[src/rtl/mem_port_arbiter.sv]
// Fetch/data arbiter and sequencer for the single-ported unified memory.
// Optional starvation guard for fetch enabled by defining ARB_STARVE_GUARD_EN.
module mem_port_arbiter #(
    parameter int unsigned MAX_DATA_BURST = 4
) (
    input  logic        clk,
    input  logic        rst,
    // Fetch requester
    input  logic        if_req,
    input  logic [7:0]  if_addr,
    output logic        if_gnt,
    output logic        if_valid,
    output logic [31:0] if_rdata,
    // Data requester
    input  logic        d_req,
    input  logic        d_we,
    input  logic        d_signed,
    input  logic [1:0]  d_size,
    input  logic [7:0]  d_addr,
    input  logic [31:0] d_wdata,
    output logic        d_gnt,
    output logic        d_valid,
    output logic        d_err,
    output logic [31:0] d_rdata,
    // Memory command bus
    output logic        mem_sel,
    output logic        mem_read,
    output logic        mem_write,
    output logic        mem_signed,
    output logic [1:0]  mem_size,
    output logic [7:0]  mem_addr,
    output logic [31:0] mem_wdata,
    input  logic [31:0] mem_rdata,
    // Statistics
    output logic [15:0] if_stall_cnt
);

    localparam logic [1:0] SizeIllegal = 2'b11;

    if ((MAX_DATA_BURST < 1) || (MAX_DATA_BURST > 15)) begin : gen_bad_burst
        $error("MAX_DATA_BURST must be in 1..15");
    end

    typedef enum logic [1:0] {
        StIdle,
        StFetch,
        StData
    } state_e;

    state_e      state_q, state_d;

    logic        sel_q, sel_d;
    logic        read_q, read_d;
    logic        write_q, write_d;
    logic        signed_q, signed_d;
    logic [1:0]  size_q, size_d;
    logic [7:0]  addr_q, addr_d;
    logic [31:0] wdata_q, wdata_d;

    logic        if_valid_q, if_valid_d;
    logic [31:0] if_rdata_q, if_rdata_d;
    logic        d_valid_q, d_valid_d;
    logic        d_err_q, d_err_d;
    logic [31:0] d_rdata_q, d_rdata_d;

    logic [15:0] stall_q, stall_d;

    logic        starve_force;

`ifdef ARB_STARVE_GUARD_EN
    localparam logic [3:0] BurstLimit = 4'(MAX_DATA_BURST);

    logic [3:0] starve_cnt_q, starve_cnt_d;

    // Counts data grants that overtook a waiting fetch.
    always_comb begin
        starve_cnt_d = starve_cnt_q;
        if (!if_req || if_gnt) begin
            starve_cnt_d = 4'd0;
        end else if (d_gnt) begin
            starve_cnt_d = starve_cnt_q + 4'd1;
        end
    end

    always_ff @(posedge clk) begin
        if (rst) begin
            starve_cnt_q <= 4'd0;
        end else begin
            starve_cnt_q <= starve_cnt_d;
        end
    end

    assign starve_force = (starve_cnt_q == BurstLimit);
`else
    assign starve_force = 1'b0;
`endif

    // Grants: purely a function of requests, guard counter and reset.
    always_comb begin
        if_gnt = 1'b0;
        d_gnt  = 1'b0;
        if (!rst) begin
            if (d_req && !(if_req && starve_force)) begin
                d_gnt = 1'b1;
            end else if (if_req) begin
                if_gnt = 1'b1;
            end
        end
    end

    // Next command placed on the memory bus.
    always_comb begin
        state_d  = StIdle;
        sel_d    = 1'b0;
        read_d   = 1'b0;
        write_d  = 1'b0;
        signed_d = 1'b0;
        size_d   = 2'b00;
        addr_d   = 8'h00;
        wdata_d  = 32'h0;
        if (if_gnt) begin
            state_d = StFetch;
            sel_d   = 1'b1;
            addr_d  = if_addr;
        end else if (d_gnt) begin
            state_d  = StData;
            signed_d = d_signed;
            size_d   = d_size;
            addr_d   = d_addr;
            wdata_d  = d_wdata;
            // Illegal sizes are accepted but never strobe the memory.
            if (d_size != SizeIllegal) begin
                read_d  = ~d_we;
                write_d = d_we;
            end
        end
    end

    // Completion of the access currently on the bus.
    always_comb begin
        if_valid_d = 1'b0;
        if_rdata_d = if_rdata_q;
        d_valid_d  = 1'b0;
        d_err_d    = 1'b0;
        d_rdata_d  = d_rdata_q;
        unique case (state_q)
            StFetch: begin
                if_valid_d = 1'b1;
                if_rdata_d = mem_rdata;
            end
            StData: begin
                d_valid_d = 1'b1;
                if (size_q == SizeIllegal) begin
                    d_err_d   = 1'b1;
                    d_rdata_d = 32'h0;
                end else if (read_q) begin
                    d_rdata_d = mem_rdata;
                end
            end
            default: begin
            end
        endcase
    end

    always_comb begin
        stall_d = stall_q;
        if (if_req && !if_gnt && (stall_q != 16'hFFFF)) begin
            stall_d = stall_q + 16'd1;
        end
    end

    always_ff @(posedge clk) begin
        if (rst) begin
            state_q    <= StIdle;
            sel_q      <= 1'b0;
            read_q     <= 1'b0;
            write_q    <= 1'b0;
            signed_q   <= 1'b0;
            size_q     <= 2'b00;
            addr_q     <= 8'h00;
            wdata_q    <= 32'h0;
            if_valid_q <= 1'b0;
            if_rdata_q <= 32'h0;
            d_valid_q  <= 1'b0;
            d_err_q    <= 1'b0;
            d_rdata_q  <= 32'h0;
            stall_q    <= 16'h0;
        end else begin
            state_q    <= state_d;
            sel_q      <= sel_d;
            read_q     <= read_d;
            write_q    <= write_d;
            signed_q   <= signed_d;
            size_q     <= size_d;
            addr_q     <= addr_d;
            wdata_q    <= wdata_d;
            if_valid_q <= if_valid_d;
            if_rdata_q <= if_rdata_d;
            d_valid_q  <= d_valid_d;
            d_err_q    <= d_err_d;
            d_rdata_q  <= d_rdata_d;
            stall_q    <= stall_d;
        end
    end

    assign mem_sel      = sel_q;
    assign mem_read     = read_q;
    assign mem_write    = write_q;
    assign mem_signed   = signed_q;
    assign mem_size     = size_q;
    assign mem_addr     = addr_q;
    assign mem_wdata    = wdata_q;
    assign if_valid     = if_valid_q;
    assign if_rdata     = if_rdata_q;
    assign d_valid      = d_valid_q;
    assign d_err        = d_err_q;
    assign d_rdata      = d_rdata_q;
    assign if_stall_cnt = stall_q;

endmodule

[config.mk]
export PLATFORM = sky130hd
export DESIGN_NAME = mem_port_arbiter
export DESIGN_NICKNAME = d
export VERILOG_FILES = /design/src/rtl/mem_port_arbiter.sv
export SDC_FILE = /design/constraint.sdc
export NUM_CORES = 1
export LEC_CHECK = 0
export BUFFER_PORTS_ARGS = -buffer_cell sky130_fd_sc_hd__buf_2
export CORE_MARGIN = 2
export CORE_UTILIZATION = 33
export CTS_BUF_LIST = sky130_fd_sc_hd__clkbuf_16
export DETAILED_ROUTE_END_ITERATION = 12
export SYNTH_ARGS = -nofsm -noshare
export SYNTH_HDL_FRONTEND = slang
export SYNTH_SLANG_ARGS = --single-unit
[constraint.sdc]
create_clock -name clk -period 5.3 [get_ports clk]
set_input_delay 0.795 -clock clk [delete_from_list [all_inputs] [get_ports clk]]
set_output_delay 0.795 -clock clk [all_outputs]
set_load 0.02 [all_outputs]
======== Word level (Yosys, flattened, before mapping) ========
Index checks and enable logic that the tools add are counted.
W data, S select, Z words.
word-level totals
  register bits ........................... 131
  logic and storage cells ................. 49
operators by class
  reduce and logical (&&, ||, !) cells .... 9
  add/sub/neg operators ................... 1
  muxes and demuxes ....................... 15
  eq/ne operators ......................... 5
  bitwise logic cells ..................... 4
operators with widths
  cell                     number
  $mux W32                 2
  $add A16 B1 Y16 const B  1
  $mux W8                  2
  $ne A16 B16 Y1 const B   1
  $mux W1                  10
  $eq A2 B2 Y1 const B     2
  $not A1 Y1               4
  $reduce_or A2 Y1         2
  $reduce_or A4 Y1         1
  $reduce_or A3 Y1         1
  $eq A2 B1 Y1 const B     1
  $logic_and A1 B1 Y1      2
  $mux W2                  1
  $ne A2 B2 Y1 const B     1
  $reduce_and A2 Y1        1
  $reduce_bool A2 Y1       1
  $logic_not A1 Y1         1

======== Logic depth before layout (Yosys ltp) ========
  word-level depth ........................ 6
  depth in mapped cells ................... 6
  depth with buffers taken out ............ 5

======== Worst setup path after synthesis ========
Ideal clock, no wire load.
  path kind ............................... input -> output
  start point ............................. in rst
  end point ............................... out d_gnt
  path slack .............................. 2857 ps
  arrival ................................. 1648 ps
  buffers on the path ..................... 3
  cell stages on the path ................. 4
  data required time ...................... 4505 ps
  cells stage by stage .................... buf_2 -> nor2b_1 -> clkbuf_1 -> clkbuf_1
between the ends
  cells in the longest elaborated chain, start to end .. 1
RTL lines
  what             line  RTL
  start, declared  7     input logic rst,
  $mux W1          102   if (!rst) begin
  end, declared    21    output logic d_gnt,
Every way passes these cells.

======== Final worst setup path ========
Same ends and word-level chain as after synthesis.

==> run metrics <==
Wirelength per Cell=14.4 um; overall routing resource usage=17.2%; cells after synthesis=503; port bufs=around 220; slowest stage cell, crit path=buf_4; final wirelength=12.9 mm; status=finished, final reports clean; num ports=219; initial DRC count=approximately 220; Vias/cell=between 4 and 5; Synth Area per Inst=9.08 um2; fmax=0.337 GHz; PD cells=362 mW/mm2; fraction of layout cells with a size suffix above 1=approximately 37%; critical path data required time=between 4000 and 5000 ps; ratio of final minimum period to clock period=56.0%; CTS resizes=0; Worst-Margin Slew=1110 ps; DIE HEIGHT=~120 um; TritonCTS clock tree=done; Largest stage delay, worst path=710 ps; end of the worst hold path=d_rdata[16]; H-tree depth=4; Rows=42; Reg clk slew, reported paths=50 ps; Clock Skews=4.47 ps; R2R depth=5; CTS Root Buffer Type=clkbuf_16; FF-to-FF Start=if_stall_cnt[1]; final hold viol count=0; largest net degree at the start of global routing=97; sum of negative setup slack=0 ps; clock period minus worst slack=2970 ps; worst-path fanout max=96; syn_nets=592; drt first pass iters=4; layout net count=794; Pins Over Slew Limit=0; P_leak=2.94 nW; via count=4,260; HP Class=reg2reg; overall die area=0.0148 mm2; crit start category=input port; Yosys reg bits=130; WHS=448 ps; Worst-Skew Late Latency=410 ps; Max Root-Sink Buffers=2; DR DRC count=0; core area=approximately 0.013 mm2; initial core utilization=34.1%; hold_sp=d_rdata[16]; Cell Area, Synth=0.00457 mm2; dpl hpwl=9.02 mm; clock sinks=130; gr ovfl total=0; Max-cap violations=0; CP Class=in2out; Hold Path Depth=2; sequential share of the synthesized area=57.0%; Hold Buf Count CTS=0; Area Growth Syn to Fin=38.8%; synthesis warning total=0; vias in the first global route=4,048; CTS Buf Count=17; crit path cell chain=buf_2 > buf_4 > nor2b_2 > buf_4 > buf_2; first-pass GRT wire length=roughly 20 mm; r2r setup slk=3350 ps; final count of negative-setup-slack endpoints=0; Post-CTS Setup Inserts=0; arrival time at the worst endpoint=2180 ps; Die Width=between 100 and 150 um; relative slew slack=approximately 26%; initial antenna violation count=1; RSZ-0062 raised after global routing=false; r2r endpoint=if_stall_cnt[0]; Max IR drop VDD=~0.00024 V; CP endpoint kind=output pin; antenna viol nets, final=0; Synth cell types=38; Final Wtd Congestion=0.789
## metrics by stage
| step | setup WS (ps) | power [mW] | util [%] | cells | cell area, um2 |
|---|---|---|---|---|---|
| 2_1_floorplan | 2860 | 1.13 | - | 503 | 4570 |
| 3_3_place_gp | 2330 | 1.20 | 43.1 | 862 | 5770 |
| 3_5_place_dp | 2310 | 1.21 | 43.1 | 862 | 5770 |
| 4_1_cts | 2310 | 2.32 | 47.3 | 894 | 6340 |
| 5_1_grt | 2170 | 2.38 | 47.3 | 895 | 6340 |
| 6_report | 2330 | 2.30 | 47.3 | 895 | 6340 |
## worst max-delay path: cells and delay by family
kind | cells | cell delay, ps
buffers and inverters | 4 | 1280
AND/OR/NAND/NOR | 1 | 70
## how the worst max path moves through the flow
stage / end / from / slack (ps)
finish: d_gnt / rst / 2330
global placement: d_gnt / rst / 2330
detailed placement: d_gnt / rst / 2310
global route: d_gnt / rst / 2170
CTS: d_gnt / rst / 2310
floorplan: d_gnt / rst / 2860
## Yosys cell counts
cell type,n,area (um2)
dfxtp_1,130,2600
nor3b_2,1,12.5
o21bai_1,1,7.51
o21ai_1,1,5.00
ha_1,1,12.5
and4_1,2,17.5
a41o_1,1,10.0
buf_6,1,11.3
nor3_1,3,15.0
and3_1,8,50.1
nor2_1,10,37.5
buf_4,1,7.51
buf_1,7,26.3
or4_1,1,7.51
nand3_1,4,20.0
o2111a_2,1,12.5
and4_4,1,11.3
nand2b_1,4,25.0
a22o_1,8,70.1
or2_2,1,6.26
o21a_1,1,7.51
buf_2,4,20.0
nor2b_1,12,75.1
nand2_1,103,387
and2_1,37,231
o21ai_0,4,20.0
nor3b_1,1,7.51
a311oi_1,2,17.5
nand4_2,1,12.5
clkbuf_1,29,109
mux2_2,1,11.3
or3_1,2,12.5
a21oi_1,67,335
o31ai_1,1,7.51
mux2i_1,1,10.0
nand4_1,36,225
a31oi_1,9,56.3
mux2_1,5,56.3
## kinds of logic (layout without fill, tap and decap cells)
logic type                 Yosys count  in the layout  share of synthesized area, %
adders and majority gates            1              1                         0.274
other                                0              1                             0
DFF                                130            130                          57.0
buffers and inverters               42            257                          3.81
muxes                                7              7                          1.70
AOI/OAI and AO/OA                   96             96                          12.0
and+or+nand+nor                    227            227                          25.2
## report_power, final
group | internal [mW] | switching (mW) | total (mW)
Combinational | 0.0633 | 0.102 | 0.165
Sequential | 1.00 | 0.0134 | 1.02
Clock | 0.687 | 0.427 | 1.11
Total | 1.75 | 0.542 | 2.30
## layer usage
metal,track usage [%],part of all wire [%],vias to the layer above
li1,-,-,2135
met1,19.8,41,1921
met2,28.4,47,187
met3,6.98,9.8,17
met4,7.26,2.0,0
met5,0,0,-
## area by class of cell
| cell class | instances | area (um2) |
|---|---|---|
| clock buffer | 17 | 425 |
| multi-input combinational | 331 | 1800 |
| timing repair buffer | 225 | 1140 |
| fill | 1320 | 7060 |
| sequential | 130 | 2600 |
| tap | 176 | 220 |
| antenna | 1 | 2.50 |
| clock inverter | 15 | 144 |
## layout by cell type, fill, tap and decap left out, types with 3 or more instances in the layout
cell | synthesis | final
nor2b_1 | 12 | 9
nor3_1 | 3 | 3
o21ai_0 | 4 | 4
a21oi_1 | 67 | 67
and2_1 | 37 | 37
nand2b_1 | 4 | 4
mux2_1 | 5 | 5
nand3_1 | 4 | 4
a31oi_1 | 9 | 9
and3_1 | 8 | 8
dfxtp_1 | 130 | 130
clkbuf_16 | 0 | 17
buf_2 | 4 | 218
nor2b_2 | 0 | 3
nand2_1 | 103 | 103
clkinv_4 | 0 | 3
buf_4 | 1 | 7
nor2_1 | 10 | 10
nand4_1 | 36 | 36
clkinv_2 | 0 | 6
a22o_1 | 8 | 8
## state kept, by name (all words and copies together), names as in the netlist
name	cells
d_rdata	32
if_rdata	32
mem_wdata	32
if_stall_cnt	16
mem_addr	8
mem_size	2
d_err	1
d_valid	1
if_valid	1
mem_read	1
mem_sel	1
mem_signed	1
mem_write	1
state_q	1
(Power assumes the default switching activity.)
